## config.mk

```make
export PLATFORM = sky130hd
export DESIGN_NAME = dmi_host_arbiter
export DESIGN_NICKNAME = d
export VERILOG_FILES = /design/src/rtl/dmi_host_arbiter.sv
export SDC_FILE = /design/constraint.sdc
export NUM_CORES = 1
export LEC_CHECK = 0
export CORE_MARGIN = 4
export CORE_UTILIZATION = 40
export DETAILED_ROUTE_END_ITERATION = 8
export PLACE_DENSITY = 0.8
export SLEW_MARGIN = 0
export SYNTH_ARGS = -nofsm -noshare
export SYNTH_HDL_FRONTEND = slang
export SYNTH_SLANG_ARGS = --single-unit
```

## constraint.sdc

```tcl
create_clock -name clk_i -period 7.3 [get_ports clk_i]
set_input_delay 1.46 -clock clk_i [delete_from_list [all_inputs] [get_ports clk_i]]
set_output_delay 1.46 -clock clk_i [all_outputs]
set_load 0.01 [all_outputs]
```

## src/rtl/dmi_host_arbiter.sv

```systemverilog
// N-host round-robin front end for a single Debug Module DMI port.
// One transaction in flight, response timeout and per-host clear/abort.
module dmi_host_arbiter #(
  parameter int NumHosts      = 2,
  parameter int AddrWidth     = 7,
  parameter int DataWidth     = 32,
  parameter int TimeoutCycles = 1024,
  localparam int IdW          = (NumHosts > 1) ? $clog2(NumHosts) : 1
) (
  input  logic                           clk_i,
  input  logic                           rst_i,
  input  logic [NumHosts-1:0]            host_clear_i,
  input  logic [NumHosts-1:0]            host_req_valid_i,
  output logic [NumHosts-1:0]            host_req_ready_o,
  input  logic [NumHosts*AddrWidth-1:0]  host_req_addr_i,
  input  logic [NumHosts*DataWidth-1:0]  host_req_data_i,
  input  logic [NumHosts*2-1:0]          host_req_op_i,
  output logic [NumHosts-1:0]            host_resp_valid_o,
  input  logic [NumHosts-1:0]            host_resp_ready_i,
  output logic [DataWidth-1:0]           host_resp_data_o,
  output logic [1:0]                     host_resp_resp_o,
  output logic                           dmi_clear_o,
  output logic                           dmi_req_valid_o,
  input  logic                           dmi_req_ready_i,
  output logic [AddrWidth-1:0]           dmi_req_addr_o,
  output logic [DataWidth-1:0]           dmi_req_data_o,
  output logic [1:0]                     dmi_req_op_o,
  input  logic                           dmi_resp_valid_i,
  output logic                           dmi_resp_ready_o,
  input  logic [DataWidth-1:0]           dmi_resp_data_i,
  input  logic [1:0]                     dmi_resp_resp_i,
  output logic [IdW-1:0]                 grant_id_o,
  output logic                           timeout_o
);

  localparam int CntW = (TimeoutCycles > 1) ? $clog2(TimeoutCycles) : 1;
  localparam logic [CntW-1:0] CntLast = CntW'((TimeoutCycles > 0) ? TimeoutCycles - 1 : 0);

  typedef enum logic [1:0] {
    ST_IDLE = 2'd0,
    ST_REQ  = 2'd1,
    ST_WAIT = 2'd2,
    ST_RESP = 2'd3
  } state_e;

  state_e                state_r;
  logic [IdW-1:0]        ptr_r;
  logic [IdW-1:0]        grant_r;
  logic [AddrWidth-1:0]  addr_r;
  logic [DataWidth-1:0]  data_r;
  logic [1:0]            op_r;
  logic [DataWidth-1:0]  resp_data_r;
  logic [1:0]            resp_code_r;
  logic [CntW-1:0]       cnt_r;
  logic                  req_valid_r;
  logic [NumHosts-1:0]   resp_valid_r;
  logic                  clear_r;
  logic                  timeout_r;

  int                    idx_s;
  logic [IdW-1:0]        cand_s;
  logic [IdW-1:0]        winner_s;
  logic                  found_s;
  logic [AddrWidth-1:0]  win_addr_s;
  logic [DataWidth-1:0]  win_data_s;
  logic [1:0]            win_op_s;
  logic                  grant_clear_s;
  logic [NumHosts-1:0]   grant_onehot_s;

  // Round-robin search from the pointer upward with wrap, then payload mux.
  always_comb begin
    found_s    = 1'b0;
    winner_s   = '0;
    idx_s      = 0;
    cand_s     = '0;
    win_addr_s = '0;
    win_data_s = '0;
    win_op_s   = 2'd0;
    for (int i = 0; i < NumHosts; i++) begin
      idx_s = int'(ptr_r) + i;
      if (idx_s >= NumHosts) begin
        idx_s = idx_s - NumHosts;
      end else begin
        idx_s = idx_s;
      end
      cand_s = IdW'(idx_s);
      if (!found_s && host_req_valid_i[cand_s]) begin
        found_s  = 1'b1;
        winner_s = cand_s;
      end else begin
        found_s  = found_s;
      end
    end
    for (int k = 0; k < NumHosts; k++) begin
      if (winner_s == IdW'(k)) begin
        win_addr_s = host_req_addr_i[k*AddrWidth +: AddrWidth];
        win_data_s = host_req_data_i[k*DataWidth +: DataWidth];
        win_op_s   = host_req_op_i[k*2 +: 2];
      end else begin
        win_addr_s = win_addr_s;
      end
    end
  end

  assign grant_clear_s  = host_clear_i[grant_r];
  assign grant_onehot_s = NumHosts'(1) << grant_r;

  // Accept is combinational in IDLE; both ready outputs are held low while in reset.
  assign host_req_ready_o  = (state_r == ST_IDLE && found_s && !rst_i) ? (NumHosts'(1) << winner_s) : '0;
  assign dmi_resp_ready_o  = !rst_i && (state_r == ST_IDLE || state_r == ST_WAIT);
  assign host_resp_valid_o = resp_valid_r;
  assign host_resp_data_o  = resp_data_r;
  assign host_resp_resp_o  = resp_code_r;
  assign dmi_clear_o       = clear_r;
  assign dmi_req_valid_o   = req_valid_r;
  assign dmi_req_addr_o    = addr_r;
  assign dmi_req_data_o    = data_r;
  assign dmi_req_op_o      = op_r;
  assign grant_id_o        = grant_r;
  assign timeout_o         = timeout_r;

  // Transaction FSM with all registered outputs.
  always_ff @(posedge clk_i or posedge rst_i) begin
    if (rst_i) begin
      state_r      <= ST_IDLE;
      ptr_r        <= '0;
      grant_r      <= '0;
      addr_r       <= '0;
      data_r       <= '0;
      op_r         <= 2'd0;
      resp_data_r  <= '0;
      resp_code_r  <= 2'd0;
      cnt_r        <= '0;
      req_valid_r  <= 1'b0;
      resp_valid_r <= '0;
      clear_r      <= 1'b0;
      timeout_r    <= 1'b0;
    end else begin
      clear_r   <= 1'b0;
      timeout_r <= 1'b0;
      case (state_r)
        ST_IDLE: begin
          clear_r <= |host_clear_i;
          if (found_s) begin
            addr_r      <= win_addr_s;
            data_r      <= win_data_s;
            op_r        <= win_op_s;
            grant_r     <= winner_s;
            req_valid_r <= 1'b1;
            state_r     <= ST_REQ;
          end else begin
            state_r     <= ST_IDLE;
          end
        end
        ST_REQ: begin
          if (grant_clear_s) begin
            req_valid_r <= 1'b0;
            clear_r     <= 1'b1;
            state_r     <= ST_IDLE;
          end else if (dmi_req_ready_i) begin
            req_valid_r <= 1'b0;
            cnt_r       <= '0;
            state_r     <= ST_WAIT;
          end else begin
            state_r     <= ST_REQ;
          end
        end
        ST_WAIT: begin
          if (grant_clear_s) begin
            clear_r      <= 1'b1;
            state_r      <= ST_IDLE;
          end else if (dmi_resp_valid_i) begin
            resp_data_r  <= dmi_resp_data_i;
            resp_code_r  <= dmi_resp_resp_i;
            resp_valid_r <= grant_onehot_s;
            state_r      <= ST_RESP;
          end else if (TimeoutCycles != 0 && cnt_r == CntLast) begin
            resp_data_r  <= '0;
            resp_code_r  <= 2'd2;
            resp_valid_r <= grant_onehot_s;
            timeout_r    <= 1'b1;
            clear_r      <= 1'b1;
            state_r      <= ST_RESP;
          end else begin
            cnt_r        <= cnt_r + 1'b1;
          end
        end
        ST_RESP: begin
          if (grant_clear_s) begin
            resp_valid_r <= '0;
            clear_r      <= 1'b1;
            state_r      <= ST_IDLE;
          end else if (host_resp_ready_i[grant_r]) begin
            resp_valid_r <= '0;
            state_r      <= ST_IDLE;
            if (grant_r == IdW'(NumHosts - 1)) begin
              ptr_r <= '0;
            end else begin
              ptr_r <= grant_r + 1'b1;
            end
          end else begin
            state_r      <= ST_RESP;
          end
        end
        default: begin
          state_r <= ST_IDLE;
        end
      endcase
    end
  end

endmodule

```

# After elaboration in Yosys (flattened, before gate mapping)
# Cells that the tools add are included.
[totals] out_inout_bits=84 inputBits=126 wordCells=115 regBits=94
[classes] eq_ne=14 magnitude_cmp=5 shift=2 reduce_logical=20 n_bitwise=1 mux=55 addsub=5
[ops] op="two-way mux 32 bit" count=3
[ops] op="two-way mux 10 bit" count=5
[ops] op="two-way mux 2 bit" count=16
[ops] op="two-way mux 1 bit" count=25
[ops] op="one-hot mux 10 bit (2 select lines)" count=1
[ops] op="inequality test 2 bit (second input constant)" count=6
[ops] op="adder 10 x 1 -> 10 bit (second input constant)" count=1
[ops] op="equality test 10 bit (second input constant)" count=1
[ops] op="AND reduction 3 bit" count=3
[ops] op="one-hot mux 2 bit (4 select lines)" count=1
[ops] op="nonzero test 2 bit" count=4
[ops] op="two-way mux 7 bit" count=1
[ops] op="less-than comparator 1 x 2 -> 1 bit (second input constant)" count=3
[ops] op="inequality test 3 bit (second input constant)" count=2
[ops] op="AND reduction 6 bit" count=1
[ops] op="equality test 2 bit (second input constant)" count=2
[ops] op="logical AND 1 bit" count=4
[ops] op="inequality test 4 x 3 -> 1 bit (second input constant)" count=1
[ops] op="one-hot mux 2 bit (2 select lines)" count=1
[ops] op="AND reduction 4 bit" count=1
[ops] op="OR reduction 2 bit" count=2
[ops] op="left shift 1 x 1 -> 2 bit (first input constant)" count=2
[ops] op="inequality test 3 x 2 -> 1 bit (second input constant)" count=1
[ops] op="one-hot mux 1 bit (3 select lines)" count=1
[ops] op="12 further kinds" count=14

# Depth between registers and ports, before layout
# Gate-level depths: netlist (run 1).
[logic_depth] depth_word=11 depth_mapped=6 ltp_nobuf=5

# Least setup slack after synthesis (run 1)
# No wires, ideal clock.
[synth_timing] path_type="input to output" from="in host_req_valid_i[1]" to="out host_req_ready_o[0]" t_required_ns=5.840 setup_slack_ns=3.436 arrival_time_ns=2.404 path_buffers=2 cell_stages=5 cell_sequence="o21ai_0 -> nand2b_1 -> buf_2 -> buf_2 -> nor2_1"
[synth_via] elab_chain_cells=9 word_cells_on_any_way=14 classes_between="1 x shift; 9 x mux; 4 x reduce/logical"
[synth_rtl] element="start, declared" line="13" text="input logic [NumHosts-1:0] host_req_valid_i,"
[synth_rtl] element="two-way mux 1 bit (not written as such) (2 in a row)" line="87" text="if (!found_s && host_req_valid_i[cand_s]) begin"
[synth_rtl] element="two-way mux 1 bit" line="87"
[synth_rtl] element="zero test 1 bit" line="87"
[synth_rtl] element="logical AND 1 bit" line="87"
[synth_rtl] element="two-way mux 1 bit" line="87"
[synth_rtl] element="logical AND 1 bit (2 in a row)" line="109" text="assign host_req_ready_o = (state_r == ST_IDLE && found_s && !rst_i) ? (NumHosts'(1) << winner_s) : '0;"
[synth_rtl] element="two-way mux 2 bit *" line="109"
[synth_rtl] element="end, declared" line="14" text="output logic [NumHosts-1:0] host_req_ready_o,"
# Every way passes the cells marked *; elsewhere a longest branch is shown, timed or not. The select of a mux whose other input is x is not followed.

# Worst setup path in the final report (run 1)
# Ends and elaborated chain as after synthesis.

==> results of run 1 <==
worst max-delay path, stage by stage:
cell and delay, ns:
sky130_fd_sc_hd__clkdlybuf4s50_1 0.49, sky130_fd_sc_hd__o21ai_4 0.90, sky130_fd_sc_hd__nand2b_1 0.24, sky130_fd_sc_hd__nor2_1 0.05
sky130_fd_sc_hd__clkdlybuf4s50_1 0.48
per-stage QoR:
stage,power [mW],setup slack (ns)
after floorplan,1.440,3.391
after global placement,2.016,2.252
after detailed placement,2.054,2.226
after CTS,2.446,2.214
after global routing,2.559,2.089
final,2.416,2.224
placed cells by master, fill, tap and decap left out, types with 5 or more instances in the layout:
cell type	instances
sky130_fd_sc_hd__nand2b_1	43
sky130_fd_sc_hd__inv_1	9
sky130_fd_sc_hd__dfrtp_1	94
sky130_fd_sc_hd__a31oi_1	10
sky130_fd_sc_hd__nand2_1	14
sky130_fd_sc_hd__nor2_1	12
sky130_fd_sc_hd__clkdlybuf4s50_1	209
sky130_fd_sc_hd__o221a_2	41
sky130_fd_sc_hd__clkbuf_8	9
sky130_fd_sc_hd__o21ai_0	8
sky130_fd_sc_hd__buf_4	5
sky130_fd_sc_hd__a21oi_1	7
sky130_fd_sc_hd__a22o_1	33
per-layer routing:
metal / global-route usage (%) / wire (µm)
met5: 0 / 0
met4: 8.370 / 311
met2: 36.75 / 6598
met1: 27.41 / 5320
met3: 4.052 / 712
layout make-up:
type                    count  area [µm²]
multi-input cells         210        1630
repair buffers            214        2130
clock buffers               9       123.9
well taps                 133       166.4
inverters                  10       40.04
fillers                   787        3373
clock inverters             6       93.84
flip-flops and latches     94        2352
flip-flops by register name, summed over array words and instances (netlist names), 2 cells and up:
register	count
state_r	2
dmi_req_addr_o	7
host_resp_resp_o	2
host_resp_valid_o	2
cnt_r	10
host_resp_data_o	32
dmi_req_op_o	2
dmi_req_data_o	32
power by group:
part	internal (mW)	switching (mW)
Clock	0.194	0.185
Sequential	0.733	0.141
Combinational	0.698	0.464
cell usage after synthesis:
cell | n | area, µm²
sky130_fd_sc_hd__nor2_1 | 13 | 48.80
sky130_fd_sc_hd__o21ba_2 | 1 | 10.01
sky130_fd_sc_hd__o221a_2 | 41 | 461.7
sky130_fd_sc_hd__a22oi_1 | 1 | 7.510
sky130_fd_sc_hd__o31a_1 | 1 | 8.760
sky130_fd_sc_hd__nor3_1 | 1 | 5.000
sky130_fd_sc_hd__buf_2 | 13 | 65.06
sky130_fd_sc_hd__and4_1 | 1 | 8.760
sky130_fd_sc_hd__dfrtp_1 | 94 | 2352
sky130_fd_sc_hd__mux2_2 | 1 | 11.26
sky130_fd_sc_hd__a211oi_1 | 1 | 7.510
sky130_fd_sc_hd__o21ai_2 | 1 | 8.760
sky130_fd_sc_hd__nor3_2 | 1 | 10.01
sky130_fd_sc_hd__or3_1 | 2 | 12.51
sky130_fd_sc_hd__nand2b_1 | 43 | 269.0
sky130_fd_sc_hd__nand3_2 | 1 | 10.01
sky130_fd_sc_hd__a22o_1 | 33 | 289.0
sky130_fd_sc_hd__nand4_1 | 2 | 12.51
sky130_fd_sc_hd__o211ai_1 | 2 | 15.01
sky130_fd_sc_hd__nor4_4 | 1 | 21.27
sky130_fd_sc_hd__a41oi_1 | 2 | 17.52
sky130_fd_sc_hd__nor2b_1 | 2 | 12.51
sky130_fd_sc_hd__clkbuf_1 | 10 | 37.54
sky130_fd_sc_hd__nand2_1 | 14 | 52.55
sky130_fd_sc_hd__mux2_4 | 1 | 15.01
sky130_fd_sc_hd__a21boi_0 | 1 | 7.510
sky130_fd_sc_hd__a31oi_1 | 10 | 62.56
sky130_fd_sc_hd__a21o_1 | 1 | 7.510
sky130_fd_sc_hd__a21oi_1 | 7 | 35.03
sky130_fd_sc_hd__a2bb2oi_1 | 1 | 8.760
sky130_fd_sc_hd__inv_1 | 10 | 37.54
sky130_fd_sc_hd__o21ai_0 | 9 | 45.04
sky130_fd_sc_hd__ha_1 | 1 | 12.51
sky130_fd_sc_hd__mux2i_1 | 4 | 40.04
sky130_fd_sc_hd__o21ai_4 | 1 | 16.27
sky130_fd_sc_hd__or3_4 | 1 | 11.26
sky130_fd_sc_hd__buf_6 | 1 | 11.26
sky130_fd_sc_hd__o31ai_1 | 2 | 15.01
sky130_fd_sc_hd__nor4_1 | 1 | 6.260
sky130_fd_sc_hd__o22a_1 | 1 | 8.760
sky130_fd_sc_hd__o21a_1 | 2 | 15.01
sky130_fd_sc_hd__nand3_1 | 2 | 10.01
cells by family after synthesis:
logic type | Yosys count | share of synthesized area (%)
AOI/OAI and AO/OA | 118 | 25.42
buffers and inverters | 34 | 3.675
adders and majority gates | 1 | 0.3036
DFF | 94 | 57.09
and+or+nand+nor | 85 | 11.90
muxes | 6 | 1.609
final timing paths:
| kind | from | endpoint | slack (ns) | cells after the start |
|---|---|---|---|---|
| worst max-delay path | host_req_valid_i[1] | host_req_ready_o[0] | 2.22 | 5 |
| max in group asynchronous | rst_i | dmi_req_data_o[19]$_DFFE_PP0N_ | 4.61 | 3 |
| worst min-delay path | cnt_r[9]$_DFFE_PP0P_ | cnt_r[9]$_DFFE_PP0P_ | 0.50 | 1 |
| worst min register to register | cnt_r[9]$_DFFE_PP0P_ | cnt_r[9]$_DFFE_PP0P_ | 0.50 | 1 |
| worst max register to register | state_r[1]$_DFFE_PP0P_ | dmi_req_data_o[21]$_DFFE_PP0N_ | 5.10 | 5 |
| min in group asynchronous | rst_i | host_resp_data_o[25]$_DFFE_PP0P_ | 1.50 | 2 |
==> summary by stage, run 1 <==
Placed design
The congestion estimate from routability-driven global placement came to 0.8192. Summing all placed instances gives a cell area of between 0.006 and 0.007 mm². The cell count after placement is between 600 and 700. Summed over all nets, the half-perimeter wirelength after detailed placement is roughly 9.5 mm. The count of buffers inserted at the top-level ports is 209.

CTS
In this run, CTS created clock tree buffers numbering 9. The count of clock tree sinks is 94. The H-tree generated during clock tree synthesis spans 3 levels. The count of hold buffers inserted by post-cts repair is 0.

Clock-pin slew was measured on the worst setup and hold paths at 0.09 ns. TritonCTS built the clock tree. The clock passes through at most 2 buffers. The clock reaches the later pin of the worst-skew pair after ~0.36 ns. The count of cells resized by post-cts repair is 0. Once the clock tree was built, the setup fixing pass inserted 0 buffers.

The master cell of the clock root buffer is sky130_fd_sc_hd__clkbuf_8.

Synth
The warning count from the yosys run is 0. In this run, distinct cell masters in the synthesized netlist total 42. Summing every instance area after synthesis gives between 0.004 and 0.005 mm². The synthesized area divided by synthesized cell count is 12.19 µm².

Of the synthesized area, sequential elements account for between 50% and 60%. The flip-flop and latch count after synthesis is 94. Synthesis produced a netlist whose cell count is 338. Counting every net in the synthesized netlist gives roughly 470.

Floorplanning
The number of I/O pins is between 200 and 250. In this run the horizontal extent of the chip is 109.5 µm. The chip height is 109.5 µm. The starting density of the core is 41.58%. The area of the core is 0.009910 mm². The die covers between 0.01 and 0.015 mm².

The standard-cell row count is 36.

Pwr
Dividing total power by cell area gives a power density of 369.7 mW/mm². The largest vdd supply drop is 0.2599 mV. Summed over all cells, the static leakage comes to 2.658 nW.

Timing
Summed over all failing endpoints, the final setup total negative slack is 0 ns. The number of endpoints failing setup at the final stage is 0. The final hold violation count came to 0. In this run the tightest slew margin relative to its limit is 26.21%. The transition time at the pin with the least slew margin is 1.103 ns. The maximum achievable frequency is ~0.20 GHz. On the final layout, the worst clock skew is 0.01869 ns.

The count of pins over their slew limit is 0. The smallest clock period supported by the final layout is computed as ~5 ns. Setup repair after global routing left no endpoint under its margin. In the finished design, the share of the clock period the worst path needs comes to 69.54%. The minimum hold slack is approximately 0.50 ns.

Detailed routing
The via density per instance is 5.346. The number of routed nets with antenna violations is 0. In this run, the number of DRC markers left after iteration 0 of detailed routing was 218. The routed design has 12.94 mm of wire. The first TritonRoute pass finished after 4 iterations. The via count is 3614. The final routed wire length divided by cell count is 19.14 µm. The count of unresolved DRC violations after routing is 0.

Critical path
The maximum fanout along the worst path is 43. The sort of element at the end of the critical path is a primary output. At the worst endpoint, the required time is 5.84 ns. STA classifies the critical path startpoint as an input port. The critical path arrival is 3.62 ns.

The setup path with the least slack is of type input port to primary output.

Finish
The area growth from synthesis to final layout is 58.64%. For this run, the post-layout net count is approximately 670. The repair_antennas step left the layout with diodes totalling 0. At the end of the flow the core is filled with cells to 65.96%. After routing the design area is around 0.0065 mm². The number of cells in the finished layout apart from fillers is 676. The fraction of final layout cells sized beyond drive strength 1 is between 10% and 20%.

GRT
After global routing the overflow that remains totals 0. The number of global-route vias before repair is between 3000 and 4000. The initial antenna violation count is 0. The global-route wire length before repair is 20.00 mm.

The maximum number of pins on one net before global-route repair is 70. The overall global routing resource usage is 21.67%.

Run status
The run finished with clean final reports.

Flow run
The max-capacitance violation count is 0.

Hold path
The class of the tightest hold or removal check is flop to flop.
Power figures use the tool's default switching activity.
==> run 2: changes to the inputs <==
clock period = 5.24 ns   (was 7.3 ns; I/O delays follow)
==> summary by stage, run 2 (same netlist as run 1, synthesis figures left out) <==
Detailed routing
The number of detailed-routing iterations run before antenna repair is 4. After detailed routing, the number of remaining DRC violations is 0. The violation count after the first detailed-route iteration is 231. The via count is 3614.

The final routed wire length divided by cell count is 18.97 µm. The number of routed nets with antenna violations is 0. Wires add up to 12.86 mm. Using the TritonRoute via totals, the vias-per-cell ratio works out to 5.330.

Pwr
The net switching power of the design is 1.113 mW. The share of total power in combinational logic is around half. Power spread over the standard cell area amounts to 511.0 mW/mm². Cell internal power was estimated by the tool at approximately 2.2 mW. Per report_power, the sequential group accounts for 36.3% of the total. The worst-case IR drop observed on VDD is 0.4291 mV.

The fraction of power spent switching nets is 33.34%. The total leakage power is 2.652 nW. The power share of the clock group is approximately 15%.

Placed design
Counting tap cells, the placed design contains a total of 662 instances. Once placement finished, the instance area stood at 0.006326 mm². The placer congestion estimate is 0.7898. Port buffering added 209 buffers. The HPWL after detailed placement is 9.189 mm.

Timing
The maximum achievable frequency is 0.2653 GHz. In the final timing run, aggregate negative setup slack is 0 ns. The minimum hold slack is 0.5087 ns. The worst-case headroom to the max-slew limit is about two fifths. Setup repair after global routing left no endpoint under its margin.

The number of endpoints failing setup at the final stage is 0. The final hold violation count is 0. The shortest clock period the worst path allows after layout is 3.769 ns. The worst-case clock skew is 0.01073 ns. At the pin with the least slew margin, the transition time is slightly above 0.9 ns. The count of pins over their slew limit is 0. The post-route fraction of the period consumed by the critical path is 71.93%.

Flow run
Max-cap violations in this run came to 0.

Floorplanning
For this design the top-level I/O count stands at 210. The die boundary width is between 100 and 150 µm. The floorplan step defined a die boundary enclosing ~0.012 mm². Once the floorplan was initialized, standard cells occupied 41.58% of the core. The standard-cell row count is 36. The die is about 110 µm tall. After floorplanning, the core was sized to cover 0.009910 mm².

Finish
The final-layout fill cell count is approximately 780. Leaving out fill and tap cells, the most frequent cells in the layout are sky130_fd_sc_hd__clkdlybuf4s50_1 (209), sky130_fd_sc_hd__dfrtp_1 (94), sky130_fd_sc_hd__nand2b_1 (43). The number of antenna repair diodes is 0. The area growth from synthesis to final layout is 58.49%.

Of the cells placed in the final design, the portion with a size suffix greater than 1 is 13.76%. The finished cells cover 0.006530 mm². After the flow finishes, the layout carries non-filler instances totaling 678. After the last flow step, the layout net total stands at 667. The register area is 0.002352 mm². The leading cell type in the layout, fill and taps excluded is sky130_fd_sc_hd__clkdlybuf4s50_1. The multi-input gate area in the final layout is 0.001630 mm².

Hold path
The min-delay analysis places its worst path in the category flop to flop.

Critical path
The family with the most delay on the worst path is buffers and inverters. The worst setup path is of the input port to primary output kind. STA classifies the critical path startpoint as an input port. The maximum fanout along the worst path is 3. On the critical path, the stage with the largest delay is an instance of sky130_fd_sc_hd__clkdlybuf4s50_1. For flop-to-flop paths, the worst setup slack is ~3.2 ns.

Traced cell by cell, the critical path runs through clkdlybuf4s50_1 -> o21ai_0 -> or3_1 -> nor2_1 -> clkdlybuf4s50_1. The combined buffer and inverter count along the critical path is 2. The critical path's largest stage delay is 0.55 ns. The critical path arrival is about 2.7 ns. The cell occurring most often along the worst timing path is sky130_fd_sc_hd__clkdlybuf4s50_1. The sort of element at the end of the critical path is a primary output.

At the worst endpoint, the required time is 4.19 ns.

CTS
After clock tree synthesis, the flow added hold-fix buffers numbering 0. The clock tree synthesis step divided the H-tree into 3 levels. The count of clock tree sinks is 94. The total clock buffers created by CTS is 9. The number of gates resized after CTS was 0. The total setup buffers inserted after CTS is 0. The master cell of the clock root buffer is sky130_fd_sc_hd__clkbuf_8. The clock latency at the later pin of the worst-skew pair is 0.36 ns. The CTS tree is done. The clock passes through at most 2 buffers. The clock transition at the register clock pins on the worst setup and hold paths after CTS is 0.09 ns.

Run status
The flow ran to the end, and the final reports show no timing, DRC or antenna violations.

GRT
The initial antenna violation count is 0. The first global-routing pass estimated 20.14 mm of wire. Entering global routing, the biggest net connects between 70 and 80 pins. Summed over all layers, the global routing overflow is 0. The overall global routing resource usage is a little over a fifth. The number of global-route vias before repair is 3773.
[run 2: per-layer routing]
layer  share of wire [%]  global-route usage (%)
met1                  41                   28.30
met2                  50                   35.48
met3                 6.0                   4.169
met4                 2.7                   9.528
met5                   0                       0
[run 2: worst paths after layout]
kind                            cells after the start                                to                  from
worst min register to register                      1              cnt_r[9]$_DFFE_PP0P_  cnt_r[9]$_DFFE_PP0P_
min in group asynchronous                           2              cnt_r[3]$_DFFE_PP0P_                 rst_i
worst min-delay path                                1              cnt_r[9]$_DFFE_PP0P_  cnt_r[9]$_DFFE_PP0P_
worst max-delay path                                5               host_req_ready_o[1]   host_req_valid_i[1]
worst max register to register                      6   host_resp_data_o[0]$_DFFE_PP0P_  cnt_r[0]$_DFFE_PP0P_
max in group asynchronous                           3  host_resp_data_o[30]$_DFFE_PP0P_                 rst_i
[run 2: power groups by stage]
| stage | Combinational (mW) | Sequential, mW | Clock [mW] |
|---|---|---|---|
| 2_1_floorplan | 0.698 | 1.31 | 0 |
| 3_3_place_gp | 1.61 | 1.21 | 0 |
| 3_5_place_dp | 1.64 | 1.22 | 0 |
| 4_1_cts | 1.65 | 1.21 | 0.515 |
| 5_1_grt | 1.75 | 1.25 | 0.546 |
| 6_report | 1.63 | 1.21 | 0.500 |
[run 2: cell type report]
type                       count  area share [%]
clock buffer                   9           1.897
clock inverter                 7           1.226
inverter                      10          0.6131
multi-input combinational    210           24.97
sequential                    94           36.02
tap                          133           2.548
timing repair buffer         215           32.73
[run 2: metrics by stage]
stage                     util, %  power [mW]  setup slack, ns
after CTS                   65.90       3.374            1.482
after global placement      63.84       2.819            1.502
final                       65.90       3.337            1.471
after detailed placement    63.84       2.856            1.501
after floorplan                 -       2.006            1.743
after global routing        65.90       3.546            1.340
